===== src/rtl/mtr_drv_multi_pkg.sv =====
// Shared constants and duty arithmetic for the N-channel H-bridge PWM driver.
// Duty values travel as 32-bit words so one helper serves any channel width.
package mtr_drv_pkg;

   localparam int MTR_SPD_W    = 11;
   localparam int MTR_DEADTIME = 4;
   localparam int MTR_SLEW     = 16;

   // 50% duty: the point at which the bridge delivers no net drive.
   function automatic logic [31:0] mid_scale(input int width);
      return 32'(1) << (width - 1);
   endfunction

   function automatic logic [31:0] width_mask(input int width);
      return (32'(1) << width) - 32'(1);
   endfunction

   // One period of movement of the applied duty toward the target. The step
   // never overshoots the target, so the result stays inside [0, 2^width-1].
   function automatic logic [31:0] slew_next(input logic [31:0] app,
                                             input logic [31:0] tgt,
                                             input logic [31:0] step,
                                             input int          width);
      int          diff;
      int          lim;
      logic [31:0] nxt;
      diff = int'(tgt & width_mask(width)) - int'(app & width_mask(width));
      lim  = int'(step);
      if (step == 32'd0 || (diff <= lim && diff >= -lim)) begin
         nxt = tgt;
      end else if (diff > 0) begin
         nxt = app + step;
      end else begin
         nxt = app - step;
      end
      return nxt & width_mask(width);
   endfunction

endpackage


===== src/rtl/mtr_drv_multi_if.sv =====
// Bundle between the motion controller (master) and the motor driver (slave):
// speed commands and enable in, bridge PWM pairs and status out.
interface mtr_drv_multi_if
   import mtr_drv_pkg::*;
#(
   parameter int NUM_CH = 2,
   parameter int SPD_W  = MTR_SPD_W
);

   logic                    en;
   logic [NUM_CH*SPD_W-1:0] spd;
   logic [NUM_CH-1:0]       pwm_hi;
   logic [NUM_CH-1:0]       pwm_lo;
   logic [NUM_CH-1:0]       at_tgt;
   logic                    prd_start;

   modport master (
      output en,
      output spd,
      input  pwm_hi,
      input  pwm_lo,
      input  at_tgt,
      input  prd_start
   );

   modport slave (
      input  en,
      input  spd,
      output pwm_hi,
      output pwm_lo,
      output at_tgt,
      output prd_start
   );

endinterface


===== src/rtl/mtr_drv_multi_pwm_ch.sv =====
// One bridge channel: applied-duty register with per-period slew, raw compare
// against the shared counter, and deadtime-gated complementary output flops.
module mtr_pwm_ch
   import mtr_drv_pkg::*;
#(
   parameter int SPD_W     = MTR_SPD_W,
   parameter int DEADTIME  = MTR_DEADTIME,
   parameter int SLEW_STEP = MTR_SLEW
) (
   input  logic             clk,
   input  logic             rst,
   input  logic [SPD_W-1:0] cnt,
   input  logic             wrap,
   input  logic             en,
   input  logic [SPD_W-1:0] spd,
   output logic             pwm_hi,
   output logic             pwm_lo,
   output logic             at_tgt
);

   localparam logic [SPD_W-1:0] MID  = SPD_W'(mid_scale(SPD_W));
   localparam logic [SPD_W:0]   DT_X = (SPD_W + 1)'(DEADTIME);

   logic [SPD_W-1:0] app_q;
   logic [SPD_W-1:0] app_d;
   logic             pwm_hi_q;
   logic             pwm_hi_d;
   logic             pwm_lo_q;
   logic             pwm_lo_d;
   logic             at_tgt_q;
   logic             at_tgt_d;

   logic [SPD_W-1:0] tgt;
   logic             raw;
   logic [SPD_W:0]   lo_start;

   always_comb begin
      // Offset-binary target: inverting the sign bit adds mid-scale without overflow.
      tgt      = spd ^ MID;
      raw      = (cnt < app_q);
      lo_start = {1'b0, app_q} + DT_X;

      app_d = app_q;
      if (wrap) begin
         if (!en) begin
            app_d = MID;
         end else begin
            app_d = SPD_W'(slew_next(32'(app_q), 32'(tgt), 32'(SLEW_STEP), SPD_W));
         end
      end

      // Low side waits DEADTIME after the high side drops; high side waits
      // DEADTIME after cnt=0, which is where the low side drops across the wrap.
      pwm_hi_d = en & raw & ({1'b0, cnt} >= DT_X);
      pwm_lo_d = en & ~raw & ({1'b0, cnt} >= lo_start);
      at_tgt_d = (app_q == tgt);
   end

   always_ff @(posedge clk) begin
      if (rst) begin
         app_q    <= MID;
         pwm_hi_q <= 1'b0;
         pwm_lo_q <= 1'b0;
         at_tgt_q <= 1'b0;
      end else begin
         app_q    <= app_d;
         pwm_hi_q <= pwm_hi_d;
         pwm_lo_q <= pwm_lo_d;
         at_tgt_q <= at_tgt_d;
      end
   end

   assign pwm_hi = pwm_hi_q;
   assign pwm_lo = pwm_lo_q;
   assign at_tgt = at_tgt_q;

endmodule


===== src/rtl/mtr_drv_multi.sv =====
// N-channel H-bridge PWM driver: shared free-running period counter and
// period-start pulse, plus one mtr_pwm_ch per motor channel.
module mtr_drv_multi
   import mtr_drv_pkg::*;
#(
   parameter int NUM_CH    = 2,
   parameter int SPD_W     = MTR_SPD_W,
   parameter int DEADTIME  = MTR_DEADTIME,
   parameter int SLEW_STEP = MTR_SLEW
) (
   input  logic            clk,
   input  logic            rst,
   mtr_drv_multi_if.slave  bus
);

   logic [SPD_W-1:0]  cnt_q;
   logic [SPD_W-1:0]  cnt_d;
   logic              prd_start_q;
   logic              prd_start_d;
   logic              wrap;

   logic [NUM_CH-1:0] hi_w;
   logic [NUM_CH-1:0] lo_w;
   logic [NUM_CH-1:0] at_w;

   // The counter keeps running while disabled so channels stay phase-aligned.
   always_comb begin
      wrap        = (cnt_q == {SPD_W{1'b1}});
      cnt_d       = cnt_q + SPD_W'(1);
      prd_start_d = wrap;
   end

   always_ff @(posedge clk) begin
      if (rst) begin
         cnt_q       <= '0;
         prd_start_q <= 1'b0;
      end else begin
         cnt_q       <= cnt_d;
         prd_start_q <= prd_start_d;
      end
   end

   for (genvar i = 0; i < NUM_CH; i++) begin : g_ch
      mtr_pwm_ch #(
         .SPD_W     (SPD_W),
         .DEADTIME  (DEADTIME),
         .SLEW_STEP (SLEW_STEP)
      ) u_ch (
         .clk    (clk),
         .rst    (rst),
         .cnt    (cnt_q),
         .wrap   (wrap),
         .en     (bus.en),
         .spd    (bus.spd[i*SPD_W +: SPD_W]),
         .pwm_hi (hi_w[i]),
         .pwm_lo (lo_w[i]),
         .at_tgt (at_w[i])
      );
   end

   assign bus.pwm_hi    = hi_w;
   assign bus.pwm_lo    = lo_w;
   assign bus.at_tgt    = at_w;
   assign bus.prd_start = prd_start_q;

endmodule

===== src/flat_wrapper.sv =====
// flat-port wrapper written by rule: the top's interface ports become plain ports
module mtr_drv_multi_flat import mtr_drv_pkg::*;
#(
   parameter int NUM_CH    = 2,
   parameter int SPD_W     = MTR_SPD_W,
   parameter int DEADTIME  = MTR_DEADTIME,
   parameter int SLEW_STEP = MTR_SLEW
)
  (clk, rst, bus_en, bus_spd, bus_pwm_hi, bus_pwm_lo, bus_at_tgt, bus_prd_start);
  mtr_drv_multi_if #(.NUM_CH(NUM_CH), .SPD_W(SPD_W)) bus_i ();
  input  logic clk;
  input  logic rst;
  input wire logic [$bits(bus_i.en)-1:0] bus_en;
  input wire logic [$bits(bus_i.spd)-1:0] bus_spd;
  output wire logic [$bits(bus_i.pwm_hi)-1:0] bus_pwm_hi;
  output wire logic [$bits(bus_i.pwm_lo)-1:0] bus_pwm_lo;
  output wire logic [$bits(bus_i.at_tgt)-1:0] bus_at_tgt;
  output wire logic [$bits(bus_i.prd_start)-1:0] bus_prd_start;
  assign bus_i.en = bus_en;
  assign bus_i.spd = bus_spd;
  assign bus_pwm_hi = bus_i.pwm_hi;
  assign bus_pwm_lo = bus_i.pwm_lo;
  assign bus_at_tgt = bus_i.at_tgt;
  assign bus_prd_start = bus_i.prd_start;
  mtr_drv_multi #(.NUM_CH(NUM_CH), .SPD_W(SPD_W), .DEADTIME(DEADTIME), .SLEW_STEP(SLEW_STEP)) u_core (.clk(clk), .rst(rst), .bus(bus_i));
endmodule

===== config.mk =====
export PLATFORM = sky130hd
export DESIGN_NAME = mtr_drv_multi_flat
export DESIGN_NICKNAME = d
export VERILOG_FILES = /design/src/rtl/mtr_drv_multi_pkg.sv /design/src/rtl/mtr_drv_multi_if.sv /design/src/rtl/mtr_drv_multi_pwm_ch.sv /design/src/rtl/mtr_drv_multi.sv /design/src/flat_wrapper.sv
export SDC_FILE = /design/constraint.sdc
export NUM_CORES = 1
export LEC_CHECK = 0
export ABC_CLOCK_PERIOD_IN_PS = 10300
export CAP_MARGIN = 20
export CORE_MARGIN = 4
export CORE_UTILIZATION = 50
export DETAILED_ROUTE_END_ITERATION = 12
export PLACE_DENSITY = 0.7
export SYNTH_ARGS = -nofsm -noshare
export SYNTH_HDL_FRONTEND = slang
export SYNTH_SLANG_ARGS = --single-unit

===== constraint.sdc =====
create_clock -name clk -period 10.3 [get_ports clk]
set_input_delay 1.03 -clock clk [delete_from_list [all_inputs] [get_ports clk]]
set_output_delay 1.03 -clock clk [all_outputs]
set_load 0.1 [all_outputs]

==> impl_metrics.json <==
{
  "wl_mm": 10.7,
  "synth_xor_area_frac": 0.0853,
  "ir_drop_v": 0.0000510,
  "ctsResizeCount": 0,
  "grt.overflow.total": 0,
  "yosys-mux-area-fraction": 0.0289,
  "drt-vias-per-instance": 5.91,
  "synthTopCellsByArea": "ha_1 21%, dfxtp_1 18%, xnor2_1 4.9%, a21o_1 3.3%, xor2_1 3.3%",
  "crit_top_cell": "a21o_1",
  "hold_viol": 0,
  "dieArea_um2": 10600,
  "yosysUniqueCellTypes": 66,
  "worstSetupStartpointType": "input pin",
  "critical-path-top-delay-family": "compound AO/OA/AOI/OAI gates",
  "io_buffers": 31,
  "cp_max_fo": 7,
  "drive_gt1_frac": 0.0357,
  "drt_iter0_drc": 169,
  "grt.busiest_layer": "met2",
  "ys_warn_count": 0,
  "cts_sinks": 40,
  "ys_ff_latch": 40,
  "syn_inst": 540,
  "antenna_found_initial": 0,
  "die_w_um": 103,
  "period_needed_ns": 5.34,
  "grt_use_total": 0.213,
  "root_buffer": "clkbuf_8",
  "grt_start_max_net_pins": 31,
  "seq_area_frac_synth": 0.178,
  "gp_congestion": 0.903,
  "synth_edf_count": 0,
  "p_switching_uw": 112,
  "die_h_um": 103,
  "start_util": 0.516,
  "max_cap_viol_count": 0,
  "cts_hold_buf": 0,
  "timing.fmax_mhz": 187,
  "crit_arrival_ns": 5.52,
  "n_antenna_cell": 0,
  "internal_power_uw": 246,
  "cp_slowest_cell": "o31ai_2",
  "use_met3": 0.0149,
  "gr-usage-met2": 0.399,
  "ff_latch_area_um2": 801,
  "vias": 3954,
  "post_cts_buffers": 0,
  "wl_per_cell_um": 16.0,
  "synthesis.area_um2": 4500,
  "power_density_nw_per_um2": 72.5,
  "htreeDepth": 2,
  "multiInputGateArea_um2": 3450,
  "required_ns": 10.48,
  "hp-class": "register to register",
  "synth_top_family_by_area": "adder cells",
  "boundaryPins": 32,
  "cts_buffer_depth": 2,
  "coreArea_um2": 8720,
  "synth_fa_ha_area_frac": 0.229,
  "finalMaxSlewViolations": 0,
  "crit_buf_inv": 2,
  "yosysMostFrequentCell": "ha_1",
  "clkLatencyLatePin_ns": 0.29,
  "numCtsBuffers": 5,
  "drtAntennaViolNets": 0,
  "row_count": 34,
  "pwr-share-comb": 0.269,
  "synth_async_sr_flop_share": 0,
  "finalPower_uw": 358,
  "synth_top_area_frac": 0.211,
  "clock_skew_ns": 0.00280,
  "cts_tree": "yes",
  "gr-usage-met1": 0.263,
  "outcome": "complete, no violations",
  "clkPwrFrac": 0.291,
  "area_growth_pct": 9.51,
  "synth_simple_gate_area_frac": 0.195,
  "synth_ff_type": "dfxtp_1",
  "crit_chain": "clkdlybuf4s50_1 -> inv_1 -> ha_1 -> fa_1 -> nand2b_1 -> a211o_1 -> a21boi_0 -> o22ai_1 -> a2111oi_2 -> nand2_1 -> o31ai_2 -> ha_1 -> a21o_1 -> a21o_1 -> a21o_1 -> a21oi_1 -> xnor2_1 -> xnor2_1 -> a21oi_1",
  "synth_nets": 645,
  "grt_pass1_wl_mm": 18.4,
  "synth_top_area_cell": "ha_1",
  "drc_errors": 0,
  "crit_type": "input pin to register",
  "synth_area_per_cell_um2": 8.34,
  "grt_pass1_vias": 3929,
  "p_leak_uw": 0.00212,
  "nFillCells": 808,
  "path_clk_slew_ns": 0.08,
  "tightest_slew_ns": 0.970,
  "tns_ns": 0,
  "detailed_place_hpwl_mm": 8.52,
  "max_stage_delay_ns": 0.54,
  "setup_viol": 0,
  "rsz0062_at_grt": "false",
  "p_sw_frac": 0.313,
  "p_seq_frac": 0.440,
  "nets": 666,
  "endpoint_kind": "register",
  "fin_crit_sh": 0.518,
  "synth_compound_area_frac": 0.228,
  "synth.top_cells.by_count": "76 x ha_1, 40 x dfxtp_1, 37 x inv_1",
  "slew_headroom": 0.352,
  "dr.pass1.iters": 5
}
-- logic make-up after synthesis --
| family | after synthesis |
|---|---|
| mux | 13 |
| buf+inv | 56 |
| simple gates | 166 |
| compound gates | 142 |
| xor+xnor | 43 |
| flops | 40 |
| fa+ha+maj | 80 |
-- per-layer routing --
layer,part of all wire,vias up
met1,0.45,1850
li1,-,2026
met2,0.51,70
met5,0,-
met4,0.014,0
met3,0.029,8
-- sequential cells by signal, summed over array words and instances, names as in the netlist --
register and count:
u_core.g_ch.u_ch.app_q 22, u_core.cnt_q 11, u_core.g_ch.u_ch.pwm_lo 2, u_core.bus.prd_start 1, u_core.g_ch.u_ch.at_tgt 2, u_core.g_ch.u_ch.pwm_hi 2
-- layout make-up --
cell class	count	area share
clock inverters	1	0.00102
well taps	108	0.0274
clock buffers	6	0.0147
flip-flops and latches	40	0.162
repair buffers	33	0.0660
inverters	37	0.0282
multi-input cells	444	0.700
-- path summary, 6_finish.rpt --
check,start,end,slack [ns],cells past startpoint
hold reg to reg,u_core.cnt_q[0],u_core.cnt_q[0],0.47,1
setup / recovery,bus_spd[0],u_core.g_ch[0].u_ch.app_q[10],4.96,19
setup reg to reg,u_core.g_ch[0].u_ch.app_q[5],u_core.g_ch[0].u_ch.app_q[10],5.80,17
hold / removal,u_core.cnt_q[0],u_core.cnt_q[0],0.47,1
-- stage by stage --
stage | instance area (um2) | cells | util | setup slack (ns) | hold WS (ns)
CTS | 4930 | 669 | 0.565 | 4.98 | 0.472
finish | 4930 | 669 | 0.565 | 4.96 | 0.470
detailed placement | 4850 | 662 | 0.556 | 4.69 | 0.452
global route | 4930 | 669 | 0.565 | 4.55 | 0.508
global placement | 4850 | 662 | 0.556 | 4.80 | 0.442
floorplan | 4500 | 540 | - | 5.52 | 0.430
-- power groups by stage --
| stage | registers (uW) | clock network, uW | logic, uW |
|---|---|---|---|
| finish | 158 | 104 | 96.2 |
| global route | 158 | 113 | 107 |
| CTS | 157 | 107 | 96.1 |
| detailed placement | 161 | 0 | 95.4 |
| global placement | 161 | 0 | 93.3 |
| floorplan | 161 | 0 | 69.2 |
-- cells in the final DEF, fill, tap and decap left out, types with 10 or more instances in the layout --
| cell | Yosys | routed |
|---|---|---|
| mux2i_1 | 13 | 13 |
| clkdlybuf4s50_1 | 0 | 31 |
| xnor2_1 | 25 | 25 |
| nor3_1 | 16 | 16 |
| o21a_1 | 12 | 12 |
| nor2_1 | 32 | 32 |
| xor2_1 | 17 | 17 |
| nor2b_1 | 12 | 12 |
| nand3_1 | 20 | 20 |
| a21oi_1 | 27 | 27 |
| dfxtp_1 | 40 | 40 |
| ha_1 | 76 | 76 |
| a21o_1 | 20 | 20 |
| o21ai_0 | 15 | 15 |
| o22ai_1 | 13 | 13 |
| nand2b_1 | 10 | 10 |
| nand2_1 | 30 | 30 |
| inv_1 | 37 | 37 |
Note: power is estimated with default switching activity, not from simulation.
